<file path="src/rtl/project_pkg.sv">
// project_pkg: shared bus word type and I/O register map
package project_pkg;
  typedef logic [7:0] word;
  localparam int IO_ADDR_W = 3;
  typedef enum logic [IO_ADDR_W-1:0] {
    REG_SW, REG_KEY, REG_EVT, REG_IEN, REG_LED, REG_LED_SET, REG_LED_CLR, REG_LED_TGL
  } io_reg_e;
endpackage

</file>
<file path="src/rtl/io_debounce.sv">
// io_debounce: two-flop synchroniser plus stable-level debouncer with a press pulse
module io_debounce #(
  parameter int DB_CYCLES = 50000
) (
  input  logic clk,
  input  logic rst,
  input  logic raw,
  output logic level,
  output logic rise
);
  localparam int CW = $clog2(DB_CYCLES);
  logic s0, s1, done;
  logic [CW-1:0] cnt;
  assign done = (s1 != level) && (cnt == CW'(DB_CYCLES - 1));
  // combinational so the event flag updates on the same edge as level
  assign rise = done && s1;
  always_ff @(posedge clk or posedge rst)
    if (rst) begin
      s0 <= 1'b0;
      s1 <= 1'b0;
      level <= 1'b0;
      cnt <= '0;
    end else begin
      s0 <= raw;
      s1 <= s0;
      level <= done ? s1 : level;
      cnt <= (s1 == level || done) ? '0 : cnt + 1'b1;
    end
endmodule

</file>
<file path="src/rtl/io_ctrl.sv">
// io_ctrl: memory-mapped switches, debounced keys with sticky events/irq, and LED register
module io_ctrl
  import project_pkg::*;
#(
  parameter int  N_SW           = 4,
  parameter int  N_KEY          = 2,
  parameter int  N_LED          = 8,
  parameter int  DB_CYCLES      = 50000,
  parameter bit  KEY_ACTIVE_LOW = 1,
  parameter word LED_RST        = 8'h00
) (
  input  logic                 clk,
  input  logic                 rst,
  input  logic                 cs,
  input  logic [IO_ADDR_W-1:0] addr,
  input  logic                 wr,
  input  word                  wr_data,
  output word                  rd_data,
  input  logic [N_SW-1:0]      switches,
  input  logic [N_KEY-1:0]     keys,
  output logic [N_LED-1:0]     leds,
  output logic                 irq
);
  io_reg_e reg_sel;
  logic we;
  logic [N_SW-1:0] sw_s0, sw_s1;
  logic [N_KEY-1:0] key_raw, key_lvl, key_rise, evt, ien, evt_nx, ien_nx;
  logic [N_LED-1:0] led, led_nx, wd;
  assign reg_sel = io_reg_e'(addr);
  assign key_raw = KEY_ACTIVE_LOW ? ~keys : keys;
  assign leds = led;
  for (genvar i = 0; i < N_KEY; i++) begin : g_key
    io_debounce #(.DB_CYCLES(DB_CYCLES)) u_db (
      .clk(clk), .rst(rst), .raw(key_raw[i]), .level(key_lvl[i]), .rise(key_rise[i])
    );
  end
  always_comb begin
    we = cs & wr;
    wd = wr_data[N_LED-1:0];
    // a press arriving with a W1C of the same bit keeps the flag set
    evt_nx = (evt & ~((we && reg_sel == REG_EVT) ? wr_data[N_KEY-1:0] : '0)) | key_rise;
    ien_nx = (we && reg_sel == REG_IEN) ? wr_data[N_KEY-1:0] : ien;
    led_nx = !we                     ? led :
             reg_sel == REG_LED      ? wd :
             reg_sel == REG_LED_SET  ? led | wd :
             reg_sel == REG_LED_CLR  ? led & ~wd :
             reg_sel == REG_LED_TGL  ? led ^ wd : led;
    rd_data = !cs                ? '0 :
              reg_sel == REG_SW  ? word'(sw_s1) :
              reg_sel == REG_KEY ? word'(key_lvl) :
              reg_sel == REG_EVT ? word'(evt) :
              reg_sel == REG_IEN ? word'(ien) :
              reg_sel == REG_LED ? word'(led) : '0;
  end
  always_ff @(posedge clk or posedge rst)
    if (rst) begin
      sw_s0 <= '0;
      sw_s1 <= '0;
      evt <= '0;
      ien <= '0;
      led <= LED_RST[N_LED-1:0];
      irq <= 1'b0;
    end else begin
      sw_s0 <= switches;
      sw_s1 <= sw_s0;
      evt <= evt_nx;
      ien <= ien_nx;
      led <= led_nx;
      irq <= |(evt_nx & ien_nx);
    end
endmodule
</file>
<file path="config.mk">
export PLATFORM = sky130hd
export DESIGN_NAME = io_ctrl
export DESIGN_NICKNAME = d
export VERILOG_FILES = /design/src/rtl/project_pkg.sv /design/src/rtl/io_debounce.sv /design/src/rtl/io_ctrl.sv
export SDC_FILE = /design/constraint.sdc
export NUM_CORES = 1
export LEC_CHECK = 0
export ABC_AREA = 1
export CAP_MARGIN = 15
export CORE_MARGIN = 3
export CORE_UTILIZATION = 45
export CTS_CLUSTER_DIAMETER = 120
export CTS_CLUSTER_SIZE = 20
export DETAILED_ROUTE_END_ITERATION = 7
export PLACE_DENSITY = 0.68
export SETUP_SLACK_MARGIN = 0.05
export SLEW_MARGIN = 30
export SYNTH_ARGS = -nofsm -noshare
export SYNTH_HDL_FRONTEND = slang
export SYNTH_SLANG_ARGS = --single-unit
export TNS_END_PERCENT = 10
</file>
<file path="constraint.sdc">
create_clock -name clk -period 1.7 [get_ports clk]
set_input_delay 0.34 -clock clk [delete_from_list [all_inputs] [get_ports clk]]
set_output_delay 0.34 -clock clk [all_outputs]
set_load 0.05 [all_outputs]
</file>
## After elaboration in Yosys (flattened, before gate mapping)

Cells that the tools add are included.
Widths: inputs -> output; s select.

| storage, ports and cells | value |
|---|---|
| register bits | 59 |
| word-level logic and storage cells | 65 |

| operators by class | value |
|---|---|
| bitwise logic cells | 10 |
| reduce and logical (&&, ||, !) cells | 12 |
| multiplexer cells | 14 |
| equal/unequal tests | 13 |
| add/sub/neg operators | 2 |

Operators by type and width:

| operator | count |
|---|---|
| $mux 8 | 10 |
| $add 16x1->16 const B | 2 |
| $eq 16x16->1 const B | 2 |
| $mux 16 | 2 |
| $eq 3x3->1 const B | 4 |
| $and 8x8->8 | 1 |
| $not 8->8 | 1 |
| $or 8x8->8 | 1 |
| $xor 8x8->8 | 1 |
| $eq 3x2->1 const B | 2 |
| $logic_and 1x1->1 | 6 |
| $and 2x2->2 | 2 |
| $mux 2 | 2 |
| $not 2->2 | 2 |
| $reduce_bool 4->1 | 1 |
| $eq 3x1->1 const B | 1 |
| $logic_not 3->1 | 1 |
| $eq 1x1->1 | 2 |
| $logic_or 1x1->1 | 2 |
| $ne 1x1->1 | 2 |
| $or 2x2->2 | 1 |
| $reduce_and 2->1 | 1 |
| $reduce_or 2->1 | 1 |
| $and 1x1->1 | 1 |

## Depth between registers and ports, before layout

| logic depth | value |
|---|---|
| depth after elaboration | 8 |
| depth in mapped cells | 8 |
| depth with buffers taken out | 8 |

## By module

Synthesis repeated with hierarchy kept, for this count alone.

| unflattened totals | value |
|---|---|
| cells, all modules | 477 |
| area, all modules | 3,618.5 sq um |

Modules (own cells, without submodules):

| module | cells each | area an instance (sq um) | times used |
|---|---|---|---|
| io_debounce | 131 | 1,027.2 | 2 |
| io_ctrl | 215 | 1,564.0 | 1 |

## Worst setup path before layout

Ideal clock, no wire load.

| timing | value |
|---|---|
| path type | input-to-output |
| start | input port addr[2] |
| end | output port rd_data[2] |
| cell stages on the path | 5 |
| arrival | 1.898 ns |
| data required time | 1.360 ns |
| setup slack | -0.538 ns |
| path through | buf_6 -> nand3_2 -> inv_2 -> nand2_1 -> o21ai_0 |

| on the way | value |
|---|---|
| cells in the longest elaborated chain, start to end | 7 |
| elaborated cells on any way between the ends | 11 |
| those cells by class | eq/ne: 4; mux: 6; reduce/logical: 1 |

RTL lines:

| element | line | text |
|---|---|---|
| start: declaration | io_ctrl.sv:15 | `input logic [IO_ADDR_W-1:0] addr,` |
| $eq 3x3->1 | io_ctrl.sv:53 | `reg_sel == REG_LED ? word'(led) : '0;` |
| $mux 8 | io_ctrl.sv:53 |  |
| $mux 8 | io_ctrl.sv:52 | `reg_sel == REG_IEN ? word'(ien) :` |
| $mux 8 | io_ctrl.sv:51 | `reg_sel == REG_EVT ? word'(evt) :` |
| $mux 8 | io_ctrl.sv:50 | `reg_sel == REG_KEY ? word'(key_lvl) :` |
| $mux 8 (*) | io_ctrl.sv:49 | `reg_sel == REG_SW ? word'(sw_s1) :` |
| $mux 8 (*) | io_ctrl.sv:48 | `rd_data = !cs ? '0 :` |
| end: declaration | io_ctrl.sv:18 | `output word rd_data,` |

Mark *: on every way between the ends. The rest lies on a longest branch, timed or not.

## Worst setup path after layout

| timing | value |
|---|---|
| start | input port addr[2] |
| end | output port rd_data[1] |

The elaborated chain is that of the path after synthesis.

==> flow_metrics.env <==
export IMPL_syn_area_mm2=0.00350
export IMPL_whs_ps=318
export IMPL_syn_area_per_cell_um2=7.57
export IMPL_dpl_instance_area_mm2=0.00416
export IMPL_antenna_cells=0
export IMPL_setup_tns_ps=0
export IMPL_slew_viol_final=0
export IMPL_route_vias_total=3039
export IMPL_std_cell_rows=31
export IMPL_synth_cell_types=30
export IMPL_grt_pass1_vias=2907
export IMPL_crit_chain="buf_2 > buf_4 > nor3_4 > a21oi_2 > a21oi_4 > buf_12"
export IMPL_drt_iter0_drc=137
export IMPL_vias_per_cell=4.82
export IMPL_multi_input_area_mm2=0.00184
export IMPL_clock_sinks=59
export IMPL_tightest_slew_ps=482
export IMPL_ys_ff_latch=59
export IMPL_cts_buffer_depth=2
export IMPL_slew_headroom_pct=67.8
export IMPL_cp_depth=6
export IMPL_worstSetupStartpoint="addr[2]"
export IMPL_nNetsFinal=565
export IMPL_rr_worst_depth=6
export IMPL_regArea_mm2=0.00148
export IMPL_grt_pass1_wl_um=13000
export IMPL_die_h_um=94.3
export IMPL_fmax_mhz=605
export IMPL_leakagePower_nw=2.20
export IMPL_end_kind="output port"
export IMPL_gp_congestion=0.880
export IMPL_reg2reg_slack_ps=230
export IMPL_drtPass1Iterations=4
export IMPL_ys_seq_area_share_pct=42.1
export IMPL_cts_buffers=9
export IMPL_slowest_stage="nor3_4"
export IMPL_slowest_delay_ps=210
export IMPL_clock_skew_ps=12.3
export IMPL_antenna_found_initial=0
export IMPL_path_clk_slew_ps=70
export IMPL_nFillCells=652
export IMPL_p_per_area_mw_per_mm2=940
export IMPL_dp_hpwl_um=5510
export IMPL_fin_crit_ps=1650
export IMPL_setup_viol=0
export IMPL_worst_setup_path_start_kind="input port"
export IMPL_fin_crit_sh_pct=97.2
export IMPL_overflow=0
export IMPL_syn_to_final_growth_pct=30.6
export IMPL_cts_tree="built"
export IMPL_path_buf_inv=3
export IMPL_placeableCoreArea_mm2=0.00741
export IMPL_crit_end="rd_data[1]"
export IMPL_die_area_mm2=0.00888
export IMPL_cts_hold_buf=0
export IMPL_syn_inst=463
export IMPL_wl_per_cell_um=12.4
export IMPL_final_util_pct=61.8
export IMPL_wl_um=7810
export IMPL_ir_drop_mv=0.548
export IMPL_root_buffer="clkbuf_8"
export IMPL_status="finished clean"
export IMPL_clock_latency_ps=330
export IMPL_critical_path_class="input port to output port"
export IMPL_ioPinCount=38
export IMPL_cts_max_level=3
export IMPL_rr_endpoint="g_key[1].u_db.cnt[13]"
export IMPL_grt_max_degree=35
export IMPL_rr_startpoint="g_key[1].u_db.cnt[0]"
export IMPL_yosys_warnings=0
export IMPL_die_width_um=94.3
export IMPL_ant_nets=0
export IMPL_hold_viol=0
export IMPL_power_total_mw=4.30
export IMPL_drive_above_1_share_pct=20.3
export IMPL_critPathMaxFanout=5
export IMPL_grtUsageTotal_pct=18.7
export IMPL_rsz0062_at_grt="yes"
export IMPL_hp_class="input port to asynchronous set/reset pin"
export IMPL_initial_core_util_pct=47.3
export IMPL_critPathTopFamily="buffers and inverters"
export IMPL_maxCapViolations=0
export IMPL_syn_nets=502
export IMPL_io_buffers=37
export IMPL_crit_required_ps=1360
export IMPL_fin_area_mm2=0.00458
export IMPL_post_route_drc_count=0
export IMPL_crit_arrival_ps=1310
-- how the worst min path moves through the flow --
stage | slack [ps] | cells after the start | endpoint
after floorplan | 330 | 0 | g_key[0].u_db.s1
after global placement | 330 | 0 | sw_s1[0]
after detailed placement | 340 | 0 | sw_s1[2]
after CTS | 310 | 2 | g_key[1].u_db.cnt[14]
after global routing | 320 | 2 | g_key[1].u_db.s0
final | 320 | 2 | g_key[1].u_db.cnt[14]
-- final cells by class --
| class | count | share of cell area [%] |
|---|---|---|
| clock buffer | 12 | 3.39 |
| timing repair buffer | 57 | 12.9 |
| tap | 99 | 2.71 |
| sequential | 59 | 32.3 |
| multi-input combinational | 330 | 40.3 |
| inverter | 69 | 5.85 |
| clock inverter | 4 | 2.62 |
-- power breakdown --
| group | internal (mW) | switching (mW) |
|---|---|---|
| combinational | 0.354 | 0.606 |
| sequential | 1.51 | 0.0805 |
| clock | 1.20 | 0.551 |
| total | 3.06 | 1.24 |
-- cells in the mapped netlist, drive strengths merged --
| cell type | count | area share, % |
|---|---|---|
| o31ai | 2 | 0.43 |
| nand2 | 113 | 12 |
| dfrtp | 59 | 42 |
| nand3b | 1 | 0.21 |
| o21bai | 1 | 0.21 |
| nand3 | 35 | 6.1 |
| a21oi | 17 | 2.6 |
| nor3b | 1 | 0.36 |
| xor2 | 13 | 3.2 |
| nor2 | 92 | 10 |
| or2 | 8 | 1.4 |
| buf | 7 | 2.0 |
| xnor2 | 2 | 0.50 |
| ha | 18 | 6.4 |
| nand4 | 4 | 0.71 |
| o21ai | 11 | 1.9 |
| nor3 | 10 | 1.7 |
| inv | 69 | 7.5 |
-- layout by cell type (no fill, tap or decap), types with 4 or more instances in the layout --
master           netlist  layout
nand2_2                3       6
xor2_1                13      13
o21ai_2                0       6
clkbuf_8               0      11
buf_12                 0      10
a21oi_2                2       4
nand3_1               30      30
inv_2                  5       6
ha_1                  18      17
a21oi_1               15      11
or2_1                  6       6
nor2_2                 1       7
inv_1                 63      60
nor3_1                 8       7
dfrtp_1               59      59
nor2_1                90      83
nand2_1              110     106
bufinv_16              0       4
nand4_1                4       4
clkdlybuf4s50_1        0      16
buf_4                  2      27
-- metal layers --
metal / track usage, % / up-vias / wire length (um)
li1: - / 1553 / -
met1: 24.5 / 1413 / 3580
met2: 30.3 / 65 / 3770
met3: 5.29 / 8 / 401
met4: 5.42 / 0 / 66
met5: 0 / - / 0
-- metrics by stage --
stage	worst slack (ps)	cells
3_3_place_gp	-382	608
6_report	47.3	630
4_1_cts	43.4	627
5_1_grt	-7.83	630
2_1_floorplan	-165	463
3_5_place_dp	-435	608
-- what timing repair did --
item                       4_1_cts  5_1_grt
pin swaps                        8        4
buffers inserted                 3        1
hold endpoints to repair         0        0
gates resized for setup         46        8
setup endpoints to repair        8       33
cloned                           0        2
-- kinds of logic after synthesis --
| family | count (synthesis) | share of synthesized area [%] |
|---|---|---|
| buf+inv | 76 | 9.50 |
| flops | 59 | 42.1 |
| xor+xnor | 15 | 3.75 |
| compound gates | 31 | 5.18 |
| simple gates | 264 | 33.0 |
| fa+ha+maj | 18 | 6.43 |
-- registers in the layout, indices dropped and copies added, names as in the netlist, 4 cells and up --
signal          cells
g_key.u_db.cnt     32
leds                8
sw_s0               4
sw_s1               4
Power figures use the tool's default switching activity.
